File: src/rtl/port_arbiter_if.sv
`default_nettype none
// ============================================================================
//  Module   : port_arbiter_if
//  Purpose  : Bundle of the requester-side and downstream-side signals of the
//             round-robin port arbiter.
//  Ports    : req_data    - NUM_REQ packets, requester i at [i*DATA_WIDTH +: DATA_WIDTH]
//             req_valid   - per-requester valid
//             req_ready   - per-requester accept (combinational)
//             out_data    - registered output packet
//             out_valid   - out_data holds a packet
//             out_ready   - downstream accepts out_data
//             grant_id    - index of the requester whose packet is held
//             grant_count - accepted-packet counter (zero unless enabled)
//  Modports : master - requesters plus downstream consumer
//             slave  - the arbiter
//  Revision : 1.0 - initial release
// ============================================================================
interface port_arbiter_if #(
    parameter int NUM_REQ    = 5,
    parameter int DATA_WIDTH = 32
);
    logic [NUM_REQ*DATA_WIDTH-1:0] req_data;
    logic [NUM_REQ-1:0]            req_valid;
    logic [NUM_REQ-1:0]            req_ready;
    logic [DATA_WIDTH-1:0]         out_data;
    logic                          out_valid;
    logic                          out_ready;
    logic [2:0]                    grant_id;
    logic [15:0]                   grant_count;

    modport master (
        output req_data,
        output req_valid,
        output out_ready,
        input  req_ready,
        input  out_data,
        input  out_valid,
        input  grant_id,
        input  grant_count
    );

    modport slave (
        input  req_data,
        input  req_valid,
        input  out_ready,
        output req_ready,
        output out_data,
        output out_valid,
        output grant_id,
        output grant_count
    );
endinterface
`default_nettype wire

File: src/rtl/port_arbiter.sv
`default_nettype none
// ============================================================================
//  Module   : port_arbiter
//  Purpose  : Round-robin arbiter feeding a one-entry output register.
//             Each free cycle one valid requester is granted, searching from
//             the index after the last winner. The granted packet appears on
//             out_data one cycle later together with its requester index.
//  Ports    : clk  - rising-edge clock
//             rst  - synchronous active-high reset
//             bus  - port_arbiter_if.slave (see interface for signal list)
//  Options  : PORT_ARB_GRANT_CNT_EN - when defined, grant_count counts
//             accepted packets (16-bit, wrapping); otherwise it is tied to 0.
//  Notes    : NUM_REQ must be in 2..8 so the winner index fits grant_id.
//             The interface instance must use the same NUM_REQ/DATA_WIDTH.
//  Revision : 1.0 - initial release
// ============================================================================
module port_arbiter #(
    parameter int NUM_REQ    = 5,
    parameter int DATA_WIDTH = 32
) (
    input  wire logic       clk,
    input  wire logic       rst,
    port_arbiter_if.slave   bus
);

    localparam int IDX_W = $clog2(NUM_REQ);
    // Reset value of last winner makes the very first search start at index 0.
    localparam logic [IDX_W-1:0] C_LAST_RST = IDX_W'(NUM_REQ - 1);

    typedef enum logic [0:0] {
        ST_EMPTY = 1'b0,
        ST_FULL  = 1'b1
    } state_t;

    state_t                state_q,       state_d;
    logic [DATA_WIDTH-1:0] out_data_q,    out_data_d;
    logic [2:0]            grant_id_q,    grant_id_d;
    logic [IDX_W-1:0]      last_winner_q, last_winner_d;

    logic                  w_free;
    logic                  w_transfer;
    logic [NUM_REQ-1:0]    w_upper_mask;
    logic [NUM_REQ-1:0]    w_upper_req;
    logic [NUM_REQ-1:0]    w_pick_vec;
    logic [NUM_REQ-1:0]    w_onehot;
    logic [NUM_REQ-1:0]    w_req_ready;
    logic [IDX_W-1:0]      w_sel_idx;
    logic [DATA_WIDTH-1:0] w_sel_data;

    // Running OR chains used to encode the one-hot winner into an index and
    // to mux its packet without any variable indexing.
    logic [NUM_REQ:0][IDX_W-1:0]      w_idx_acc;
    logic [NUM_REQ:0][DATA_WIDTH-1:0] w_data_acc;

    // ------------------------------------------------------------------------
    // Round-robin selection: prefer the lowest valid index strictly above the
    // last winner; if none, wrap around to the lowest valid index overall.
    // ------------------------------------------------------------------------
    generate
        for (genvar gi = 0; gi < NUM_REQ; gi++) begin : g_req
            assign w_upper_mask[gi]  = (IDX_W'(gi) > last_winner_q);
            assign w_idx_acc[gi+1]   = w_idx_acc[gi] | ({IDX_W{w_onehot[gi]}} & IDX_W'(gi));
            assign w_data_acc[gi+1]  = w_data_acc[gi]
                                     | ({DATA_WIDTH{w_onehot[gi]}}
                                        & bus.req_data[gi*DATA_WIDTH +: DATA_WIDTH]);
        end
    endgenerate

    assign w_idx_acc[0]  = '0;
    assign w_data_acc[0] = '0;

    assign w_upper_req = bus.req_valid & w_upper_mask;
    assign w_pick_vec  = (|w_upper_req) ? w_upper_req : bus.req_valid;
    // Isolate the lowest set bit (x & -x).
    assign w_onehot    = w_pick_vec & (~w_pick_vec + NUM_REQ'(1));
    assign w_sel_idx   = w_idx_acc[NUM_REQ];
    assign w_sel_data  = w_data_acc[NUM_REQ];

    // The register can take a packet when empty or when being drained this
    // cycle; reset blocks every grant so nothing is lost into a clearing flop.
    assign w_free      = ~rst & ((state_q == ST_EMPTY) | bus.out_ready);
    assign w_req_ready = w_free ? w_onehot : '0;
    assign w_transfer  = |w_req_ready;

    // ------------------------------------------------------------------------
    // Next-state logic
    // ------------------------------------------------------------------------
    always_comb begin
        state_d       = state_q;
        out_data_d    = out_data_q;
        grant_id_d    = grant_id_q;
        last_winner_d = last_winner_q;
        if (w_transfer) begin
            state_d       = ST_FULL;
            out_data_d    = w_sel_data;
            grant_id_d    = 3'(w_sel_idx);
            last_winner_d = w_sel_idx;
        end else if ((state_q == ST_FULL) && bus.out_ready) begin
            state_d = ST_EMPTY;
        end
    end

    always_ff @(posedge clk) begin
        if (rst) begin
            state_q       <= ST_EMPTY;
            out_data_q    <= '0;
            grant_id_q    <= '0;
            last_winner_q <= C_LAST_RST;
        end else begin
            state_q       <= state_d;
            out_data_q    <= out_data_d;
            grant_id_q    <= grant_id_d;
            last_winner_q <= last_winner_d;
        end
    end

    assign bus.req_ready = w_req_ready;
    assign bus.out_valid = (state_q == ST_FULL);
    assign bus.out_data  = out_data_q;
    assign bus.grant_id  = grant_id_q;

    // ------------------------------------------------------------------------
    // Optional accepted-packet counter
    // ------------------------------------------------------------------------
`ifdef PORT_ARB_GRANT_CNT_EN
    logic [15:0] grant_count_q, grant_count_d;

    always_comb begin
        grant_count_d = grant_count_q;
        if (w_transfer) begin
            grant_count_d = grant_count_q + 16'd1;
        end
    end

    always_ff @(posedge clk) begin
        if (rst) begin
            grant_count_q <= '0;
        end else begin
            grant_count_q <= grant_count_d;
        end
    end

    assign bus.grant_count = grant_count_q;
`else
    assign bus.grant_count = 16'd0;
`endif

endmodule
`default_nettype wire
File: src/flat_wrapper.sv
// flat-port wrapper written by rule: the top's interface ports become plain ports
module port_arbiter_flat 
#(
    parameter int NUM_REQ    = 5,
    parameter int DATA_WIDTH = 32
)
  (clk, rst, bus_req_data, bus_req_valid, bus_out_ready, bus_req_ready, bus_out_data, bus_out_valid, bus_grant_id, bus_grant_count);
  port_arbiter_if #(.NUM_REQ(NUM_REQ), .DATA_WIDTH(DATA_WIDTH)) bus_i ();
  input  wire logic clk;
  input  wire logic rst;
  input wire logic [$bits(bus_i.req_data)-1:0] bus_req_data;
  input wire logic [$bits(bus_i.req_valid)-1:0] bus_req_valid;
  input wire logic [$bits(bus_i.out_ready)-1:0] bus_out_ready;
  output wire logic [$bits(bus_i.req_ready)-1:0] bus_req_ready;
  output wire logic [$bits(bus_i.out_data)-1:0] bus_out_data;
  output wire logic [$bits(bus_i.out_valid)-1:0] bus_out_valid;
  output wire logic [$bits(bus_i.grant_id)-1:0] bus_grant_id;
  output wire logic [$bits(bus_i.grant_count)-1:0] bus_grant_count;
  assign bus_i.req_data = bus_req_data;
  assign bus_i.req_valid = bus_req_valid;
  assign bus_i.out_ready = bus_out_ready;
  assign bus_req_ready = bus_i.req_ready;
  assign bus_out_data = bus_i.out_data;
  assign bus_out_valid = bus_i.out_valid;
  assign bus_grant_id = bus_i.grant_id;
  assign bus_grant_count = bus_i.grant_count;
  port_arbiter #(.NUM_REQ(NUM_REQ), .DATA_WIDTH(DATA_WIDTH)) u_core (.clk(clk), .rst(rst), .bus(bus_i));
endmodule
File: config.mk
export PLATFORM = sky130hd
export DESIGN_NAME = port_arbiter_flat
export DESIGN_NICKNAME = d
export VERILOG_FILES = /design/src/rtl/port_arbiter_if.sv /design/src/rtl/port_arbiter.sv /design/src/flat_wrapper.sv
export SDC_FILE = /design/constraint.sdc
export NUM_CORES = 1
export LEC_CHECK = 0
export ABC_CLOCK_PERIOD_IN_PS = 2300
export CELL_PAD_IN_SITES_DETAIL_PLACEMENT = 0
export CELL_PAD_IN_SITES_GLOBAL_PLACEMENT = 1
export CORE_ASPECT_RATIO = 1.1
export CORE_UTILIZATION = 20
export DETAILED_ROUTE_END_ITERATION = 10
export HOLD_SLACK_MARGIN = 0.08
export PLACE_DENSITY_LB_ADDON = 0.1
export SYNTH_ARGS = -nofsm -noshare
export SYNTH_HDL_FRONTEND = slang
export SYNTH_SLANG_ARGS = --single-unit
File: constraint.sdc
create_clock -name clk -period 2.3 [get_ports clk]
set_input_delay 0.345 -clock clk [delete_from_list [all_inputs] [get_ports clk]]
set_output_delay 0.345 -clock clk [all_outputs]
set_load 0.1 [all_outputs]
; Word-level counts from Yosys, hierarchy flattened
; Index checks and enable logic that the tools add are counted.
[word_totals]
register_bits = 39
input_bits = 168
output_inout_bits = 57
elab_cells = 37
[op_classes]
addsub = 1
magnitude_cmp = 5
muxes = 4
bitwise_logic = 19
n_reduce_logical = 4
[ops]
columns = operator, n
row1 = AND 32 bit, 5
row2 = bitwise OR 32 bit, 4
row3 = AND 5 bit, 2
row4 = two-way mux 5 bit, 2
row5 = OR reduction 5 bit, 2
row6 = greater-than comparator 1 x 3 -> 1 bit (first input constant), 2
row7 = greater-than comparator 2 x 3 -> 1 bit (first input constant), 2
row8 = adder 5 x 1 -> 5 bit (second input constant), 1
row9 = inverter 5 bit, 1
row10 = greater-than comparator 3 bit (first input constant), 1
row11 = bitwise OR 3 x 2 -> 3 bit, 1
row12 = bitwise OR 3 bit, 1
row13 = two-way mux 1 bit, 2
row14 = inverter 1 bit, 2
row15 = bitwise OR 1 x 2 -> 2 bit, 1
row16 = nonzero test 2 bit, 1
row17 = AND 1 bit, 1
row18 = logical AND 1 bit, 1
row19 = bitwise OR 1 bit, 1

; Logic depth before layout (Yosys ltp)
[logic_depth]
depth_word = 12
ltp_mapped = 9

; Worst setup path after synthesis
; Ideal clock, no wire load.
[synth_timing]
path_type = register -> output
startpoint = register u_core.state_q (netlist: u_core.bus.out_valid)
endpoint = output port bus_req_ready[2]
arrival_time_ns = 3.115
required_time_ns = 1.955
setup_slack_ns = -1.160
stages_incl_launch_ff = 4
n_path_buf = 0
cell_sequence = dfxtp_1 nand2b_1 nand2b_1 nor3_1
[synth_via]
elab_chain_cells = 4
[synth_rtl]
columns = item, line
row1 = start: declaration, port_arbiter.sv:35  ; state_t state_q, state_d;
row2 = start signal: assignment, port_arbiter.sv:110  ; state_q <= state_d;
row3 = inverter 1 bit, port_arbiter.sv:81  ; assign w_free = ~rst & ((state_q == ST_EMPTY) | bus.out_ready);
row4 = bitwise OR 1 bit, port_arbiter.sv:81
row5 = AND 1 bit, port_arbiter.sv:81
row6 = two-way mux 5 bit, port_arbiter.sv:82  ; assign w_req_ready = w_free ? w_onehot : '0;
row7 = end: declaration, flat_wrapper.sv:14  ; output wire logic [$bits(bus_i.req_ready)-1:0] bus_req_ready;
; Every way passes these cells.

; Worst setup path in the final report
[layout_timing]
startpoint = input port bus_req_valid[4]
endpoint = output port bus_req_ready[1]
[layout_via]
elab_chain_cells = 7
[layout_rtl]
columns = item, line
row1 = start: declaration, flat_wrapper.sv:12  ; input wire logic [$bits(bus_i.req_valid)-1:0] bus_req_valid;
row2 = AND 5 bit *, port_arbiter.sv:72  ; assign w_upper_req = bus.req_valid & w_upper_mask;
row3 = OR reduction 5 bit *, port_arbiter.sv:73  ; assign w_pick_vec = (|w_upper_req) ? w_upper_req : bus.req_valid;
row4 = two-way mux 5 bit *, port_arbiter.sv:73
row5 = inverter 5 bit, port_arbiter.sv:75  ; assign w_onehot = w_pick_vec & (~w_pick_vec + NUM_REQ'(1));
row6 = adder 5 x 1 -> 5 bit, port_arbiter.sv:75
row7 = AND 5 bit *, port_arbiter.sv:75
row8 = two-way mux 5 bit *, port_arbiter.sv:82
; Mark *: on every way between the ends. The rest lies on a longest branch, timed or not.

==> metrics.yaml <==
global_routing:
  grt_pass1_wl_um: 16650
  largest_net_degree_at_the_start_of_global_routing: 38
  grt_antenna_before_repair: 0
  total_grt_usage: 0.1802
  first_global_vias: 3148
  grt-ovfl-total: 0
clocking:
  numCtsBuffers: 5
  cts_h_tree_depth: 2
  cts.hold.buffers_added: 0
  tritoncts: "yes"
  clock-root-buffer: "clkbuf_16"
  clk_path_buf_depth: 2
  worst_setup_hold_path_clk_slew_ns: 0.06
  numClockSinks: 37
  worstSkewPairLatency_ns: 0.28
yosys:
  asyncSetResetFlopFracSynth: 0
  portion_of_the_post_synthesis_area_used_by_sequential_elements: 0.3212
  synth_area_leaders: "dfxtp_1 32%, a222oi_1 14%, a221oi_1 12%"
  post_synth_inst_count: 263
  synth_area_leader: "dfxtp_1"
  number_of_enable_type_register_cells_in_the_synthesized_netlist: 0
  area_share_of_the_largest_cell_type_after_synthesis: 0.3212
  total_number_of_yosys_warnings: 0
  synth_cell_type_count: 30
  syn-cell-area_um2: 2306
  synthesis.area_per_instance_um2: 8.768
  synth_ff_type: "dfxtp_1"
  post_synthesis_sequential_element_count: 37
floorplan:
  die_height_um: 114.6
  initial_core_util: 0.2085
  floorplan.rows: 40
  placeableCoreArea_um2: 11060
  io_pins: 225
  dieWidth_um: 104.4
  fp.dieArea_um2: 11960
power:
  powerDensity_nw_per_um2: 599.9
  power.sequential.fraction: 0.256
  ir_worst_vdd_uv: 342.8
  clockPowerShare: 0.256
  pint_uw: 1695
  power_frac_comb: 0.489
  switching_share: 0.4160
  p_leak_uw: 0.001904
  power.switching_uw: 1207
timing:
  peak_clock_frequency_supported_by_timing_mhz: 443.5
  final-max-slew-violation-count: 0
  setup-violations-final: 0
  unrepaired_setup_endpoints_after_global_routing: "no"
  timing.final.crit_share: 0.9804
  fin_worst_skew_ns: 0.004023
  finalWorstSetupSlack_ns: 0.04512
  timing.final.hold_violations: 0
  min_period_ns: 2.255
drt:
  drc: 0
  firstDrtPassIters: 6
  postRouteAntennaNets: 0
  drt_first_iter_violations: 242
  detail_route.wirelength_um: 11290
  wl_per_cell_um: 18.06
  routed_via_count_divided_by_cell_count: 5.010
  vias_after_detailed_routing: 3131
place:
  preCtsSetupSlack_ns: -0.1905
  hpwl_um: 8224
  numPlacedInstances: 615
  globalplace.congestion: 0.7837
  numPortBuffers: 208
worst_setup_path:
  timing.critical_path.to_type: "output port"
  worst-endpoint-required_ns: 1.96
  critical_path_peak_fanout: 4
  critPathArrivalTime_ns: 1.91
  crit_path_start_kind: "input pin"
  worst-setup-path-type: "in2out"
finish:
  filler_cell_count: 1109
  instances_no_fill: 625
  syn2layout_area_growth_pct: 109.8
  nets: 645
  share_of_cells_above_drive_strength_1: 0.2029
  antenna-diode-count: 0
min_path:
  worst_hold_path_type: "reg2reg"
flow_run:
  timing.max_cap.violations: 0
outcome:
  result_of_the_run: "finished clean"
## sequential cells by signal, summed over array words and instances, names as in the netlist
name / cells
u_core.bus.grant_id: 1
u_core.bus.out_data: 32
u_core.bus.out_valid: 1
u_core.last_winner_q: 3
## metal layers
metal	vias up	share of wire	wire length [µm]	global-route usage
met5	-	0	0	0
met4	0	0.012	131	0.04190
met3	10	0.091	1024	0.05521
met2	174	0.51	5777	0.3408
met1	1468	0.39	4355	0.1954
li1	1479	-	-	-
## cells by family (layout without fill, tap and decap cells)
logic type             after synthesis  in the layout  share of synthesized area
and+or+nand+nor                     59             59                     0.1156
buffers and inverters               50            250                     0.1302
AOI/OAI and AO/OA                  116            116                     0.4314
other                                1             16                   0.001626
DFF                                 37             37                     0.3212
## cells in the final DEF (no fill, tap or decap), types with 2 or more instances in the layout
| cell type | synthesis | final |
|---|---|---|
| dfxtp_1 | 37 | 37 |
| nand2_1 | 6 | 6 |
| a21oi_1 | 6 | 6 |
| nor2b_2 | 0 | 2 |
| buf_4 | 20 | 60 |
| o21a_1 | 2 | 2 |
| clkbuf_8 | 0 | 2 |
| nand2b_1 | 4 | 3 |
| a221oi_1 | 32 | 32 |
| a21o_1 | 3 | 3 |
| nor2b_1 | 5 | 2 |
| clkdlybuf4s50_1 | 0 | 162 |
| clkbuf_16 | 0 | 5 |
| a222oi_1 | 32 | 32 |
| conb_1 | 1 | 16 |
| inv_1 | 3 | 2 |
| nor3_4 | 0 | 2 |
| o21ai_1 | 2 | 2 |
| buf_12 | 0 | 11 |
| a211oi_1 | 33 | 33 |
| dlymetal6s2s_1 | 0 | 3 |
| nor2_2 | 1 | 2 |
| nor2_1 | 36 | 35 |
## worst max-delay path, cell delays in order
cell and delay, ns:
clkdlybuf4s50_1 0.55, nor2_1 0.08, a221oi_2 0.41, o32ai_4 0.19, nor2b_4 0.17, buf_12 0.16
## power by group through the flow
stage	registers (µW)	clock network [µW]	logic [µW]
global placement	754	0	1410
CTS	742	757	1420
detailed placement	756	0	1410
global route	750	787	1480
floorplan	1150	0	479
finish	742	742	1420
## synthesized netlist by cell type (4+ instances only)
cell / instances
dfxtp_1: 37
nor2_1: 36
a211oi_1: 33
a221oi_1: 32
a222oi_1: 32
buf_4: 20
buf_2: 12
clkbuf_1: 12
a21oi_1: 6
nand2_1: 6
nor2b_1: 5
nand2b_1: 4
## final timing paths
| path | startpoint | endpoint | slack, ns | depth (start not counted) |
|---|---|---|---|---|
| worst max-delay path | bus_req_valid[4] | bus_req_ready[1] | 0.05 | 6 |
| worst min-delay path | u_core.bus.grant_id[2] | u_core.bus.grant_id[2] | 0.46 | 2 |
| worst max register to register | u_core.last_winner_q[0] | u_core.bus.out_data[12] | 0.24 | 7 |
| worst min register to register | u_core.bus.grant_id[2] | u_core.bus.grant_id[2] | 0.46 | 2 |
## through the flow
step	utilization	TNS [ns]	area (µm²)	total power, µW	hold slack (ns)
final	0.4374	0	4838	2903	0.4603
after global routing	0.4374	0	4838	3021	0.4831
after CTS	0.4351	0	4812	2922	0.4652
after detailed placement	0.4182	-4.980	4626	2167	0.4572
after global placement	0.4182	-3.953	4626	2162	0.4474
after floorplan	-	-1.009	2377	1631	0.5105
## timing repair
action,4_1_cts,5_1_grt
gates resized for setup,5,6
pin swaps,2,5
hold endpoints to repair,0,0
setup endpoints to repair,4,6
gates cloned,0,0
buffers inserted,1,1
## cell type report
type                    count  area [µm²]  area share
clock buffers               7       152.6     0.03155
inverters                   3       11.26    0.002327
repair buffers            239        2355      0.4867
clock inverters             1       5.005    0.001034
flip-flops and latches     37       740.7      0.1531
multi-input cells         191        1390      0.2873
well taps                 147       183.9     0.03801
No activity file was read; power rests on OpenSTA's default activity.
==> variant (config.mk and constraints unchanged) <==
`DATA_WIDTH` is set to 32 in 3 places; all go to 16.
--- a/src/rtl/port_arbiter_if.sv
+++ b/src/rtl/port_arbiter_if.sv
@@ -17,7 +17,7 @@
 // ============================================================================
 interface port_arbiter_if #(
     parameter int NUM_REQ    = 5,
-    parameter int DATA_WIDTH = 32
+    parameter int DATA_WIDTH = 16
 );
     logic [NUM_REQ*DATA_WIDTH-1:0] req_data;
     logic [NUM_REQ-1:0]            req_valid;
--- a/src/rtl/port_arbiter.sv
+++ b/src/rtl/port_arbiter.sv
@@ -16,7 +16,7 @@
 // ============================================================================
 module port_arbiter #(
     parameter int NUM_REQ    = 5,
-    parameter int DATA_WIDTH = 32
+    parameter int DATA_WIDTH = 16
 ) (
     input  wire logic       clk,
     input  wire logic       rst,
--- a/src/flat_wrapper.sv
+++ b/src/flat_wrapper.sv
@@ -2,7 +2,7 @@
 module port_arbiter_flat 
 #(
     parameter int NUM_REQ    = 5,
-    parameter int DATA_WIDTH = 32
+    parameter int DATA_WIDTH = 16
 )
   (clk, rst, bus_req_data, bus_req_valid, bus_out_ready, bus_req_ready, bus_out_data, bus_out_valid, bus_grant_id, bus_grant_count);
   port_arbiter_if #(.NUM_REQ(NUM_REQ), .DATA_WIDTH(DATA_WIDTH)) bus_i ();
Ports: changed (resized bus_out_data and bus_req_data); port bits go from 225 to 129. No check against the original RTL was run, so the function may have changed too.
==> variant against the original RTL <==
Total power fell by 38%; sequential cell count fell by 16; critical path depth rose by 1; synthesized area fell by 7.8%; routed wire length fell by 28%; cell area fell by 22%; die area fell by 7.7%; worst setup slack improved by 0.028 ns; utilization fell by 7.3 points; sequential power fell by 44%; largest cell class unchanged.
==> variant: results (changes against the original RTL) <==
Drt
  – Initial drt markers: 84 (was 242)
  – Drt pass-1 iters: 4 (was 6)
  – Vias per cell: 4.376 (was 5.010)
  – Wire length per cell: 16.24 microns (was 18.06 microns)

Logic synthesis
  – Sequential area share after synthesis: 19.78% (was 32.12%)
  – Post-synthesis mux area share: 9.888% (was 0%)
  – Mean post-synth cell area: 9.663 sq um (was 8.768 sq um)
  – Commonest cells in the netlist: buf_4, dfxtp_1, inv_1, and3_1 (was dfxtp_1, nor2_1, a211oi_1, a221oi_1, a222oi_1)
  – Compound-cell area share of the yosys netlist: 33.67% (was 43.14%)
  – Cell variety after synth: 45 (was 30)
  – Post-Synth Adder-Cell Area: 0% (unchanged)
  – Synth area leaders: dfxtp_1, buf_4, a32oi_1 (was dfxtp_1, a222oi_1, a221oi_1)

Global routing
  – Largest net degree at the start of global routing: 18 (was 38)
  – Grt ovf: 0 (unchanged)
  – First-pass GRT wire length: 12210 microns (was 16650 microns)
  – Global-route usage over all layers: 14.57% (was 18.02%)
  – Vias in the first global route: 2191 (was 3148)

STA
  – Fin crit period: 2.227 ns (was 2.255 ns)
  – Hold slack final: 0.4611 ns (was 0.4603 ns)

Layout
  – Non-Filler Instances: 498 (was 625)
  – Layout cells sized above 1: 37.18% (was 20.29%)
  – Final nets: 444 (was 645)
  – Max reg flops: 16 (was 32)

Placement
  – Gpl congestion: 0.7602 (was 0.7837)
  – Setup WS pre-CTS: -0.3803 ns (was -0.1905 ns)
  – Final HPWL DP: 6317 microns (was 8224 microns)
  – PortBufs: 112 (was 208)
  – Placed cell area: 3582 sq um (was 4626 sq um)

Power and ir drop
  – LEAKAGE: 0.001591 uW (was 0.001904 uW)
  – VDD IR-drop max: 183.2 uV (was 342.8 uV)

Clocking
  – Worst-Skew Late Latency: 0.26 ns (was 0.28 ns)
  – H-tree levels: 1 (was 2)
  – TritonCTS buffer count: 3 (was 5)

Critical path
  – Reg-to-reg slack, setup: 0.11 ns (was 0.24 ns)
  – CP max stage delay: 0.46 ns (was 0.55 ns)
  – CP Launch Point: bus_req_valid[1] (was bus_req_valid[4])
  – Worst path slowest cell: o41a_1 (was clkdlybuf4s50_1)
  – R2R Path Start: u_core.last_winner_q[1]$_SDFFE_PP0P_ (was u_core.last_winner_q[0]$_SDFFE_PP0P_)

Status
  – Status: complete, no violations (unchanged)

Min path
  – Worst Hold Launch: u_core.bus.out_data[9]$_SDFFE_PP0P_ (was u_core.bus.grant_id[2]$_SDFFE_PP0P_)
[variant: layer usage]
| layer | share of wire (%) | wire [microns] | up-vias | track usage [%] |
|---|---|---|---|---|
| met2 | 49 | 3957 | 81 | 25.73 |
| met5 | 0 | 0 | - | 0 |
| li1 | - | - | 1101 | - |
| met3 | 5.9 | 478 | 2 | 2.585 |
| met1 | 45 | 3607 | 995 | 18.70 |
| met4 | 0.56 | 45 | 0 | 2.588 |
[variant: path summary, 6_finish.rpt]
path	end	cells past startpoint
worst min register to register	u_core.bus.out_data[9]$_SDFFE_PP0P_	2
worst min-delay path	u_core.bus.out_data[9]$_SDFFE_PP0P_	2
worst max-delay path	bus_req_ready[3]	7
worst max register to register	u_core.bus.out_data[14]$_SDFFE_PP0P_	7
[variant: area by class of cell]
class	count	area (sq um)
fill	1074	6574
tap	143	178.9
multi-input combinational	153	1471
inverter	20	75.07
timing repair buffer	157	1535
sequential	21	430.4
clock inverter	1	5.005
clock buffer	3	75.07
[variant: worst max-delay path: cells and delay by family]
kind | cells | cell delay, ns
buffers and inverters | 3 | 0.55
AND/OR/NAND/NOR | 2 | 0.32
AO/OA/AOI/OAI | 2 | 0.66
[variant: repair_timing]
action,in CTS,in global routing
resized for setup,16,12
endpoints found under the hold margin,0,0
setup buffers,5,1
setup endpoints to repair,21,13
pin swaps,6,3
[variant: power by group]
group / internal (uW) / switching, uW / total (uW)
clock: 234 / 160 / 394
combinational: 388 / 589 / 976
sequential: 394 / 22.4 / 417
[variant: cell families (layout without fill, tap and decap cells)]
family | Yosys count | in the layout
buffers and inverters | 61 | 181
DFF | 21 | 21
other | 1 | 16
muxes | 16 | 16
AOI/OAI and AO/OA | 65 | 65
and+or+nand+nor | 56 | 56
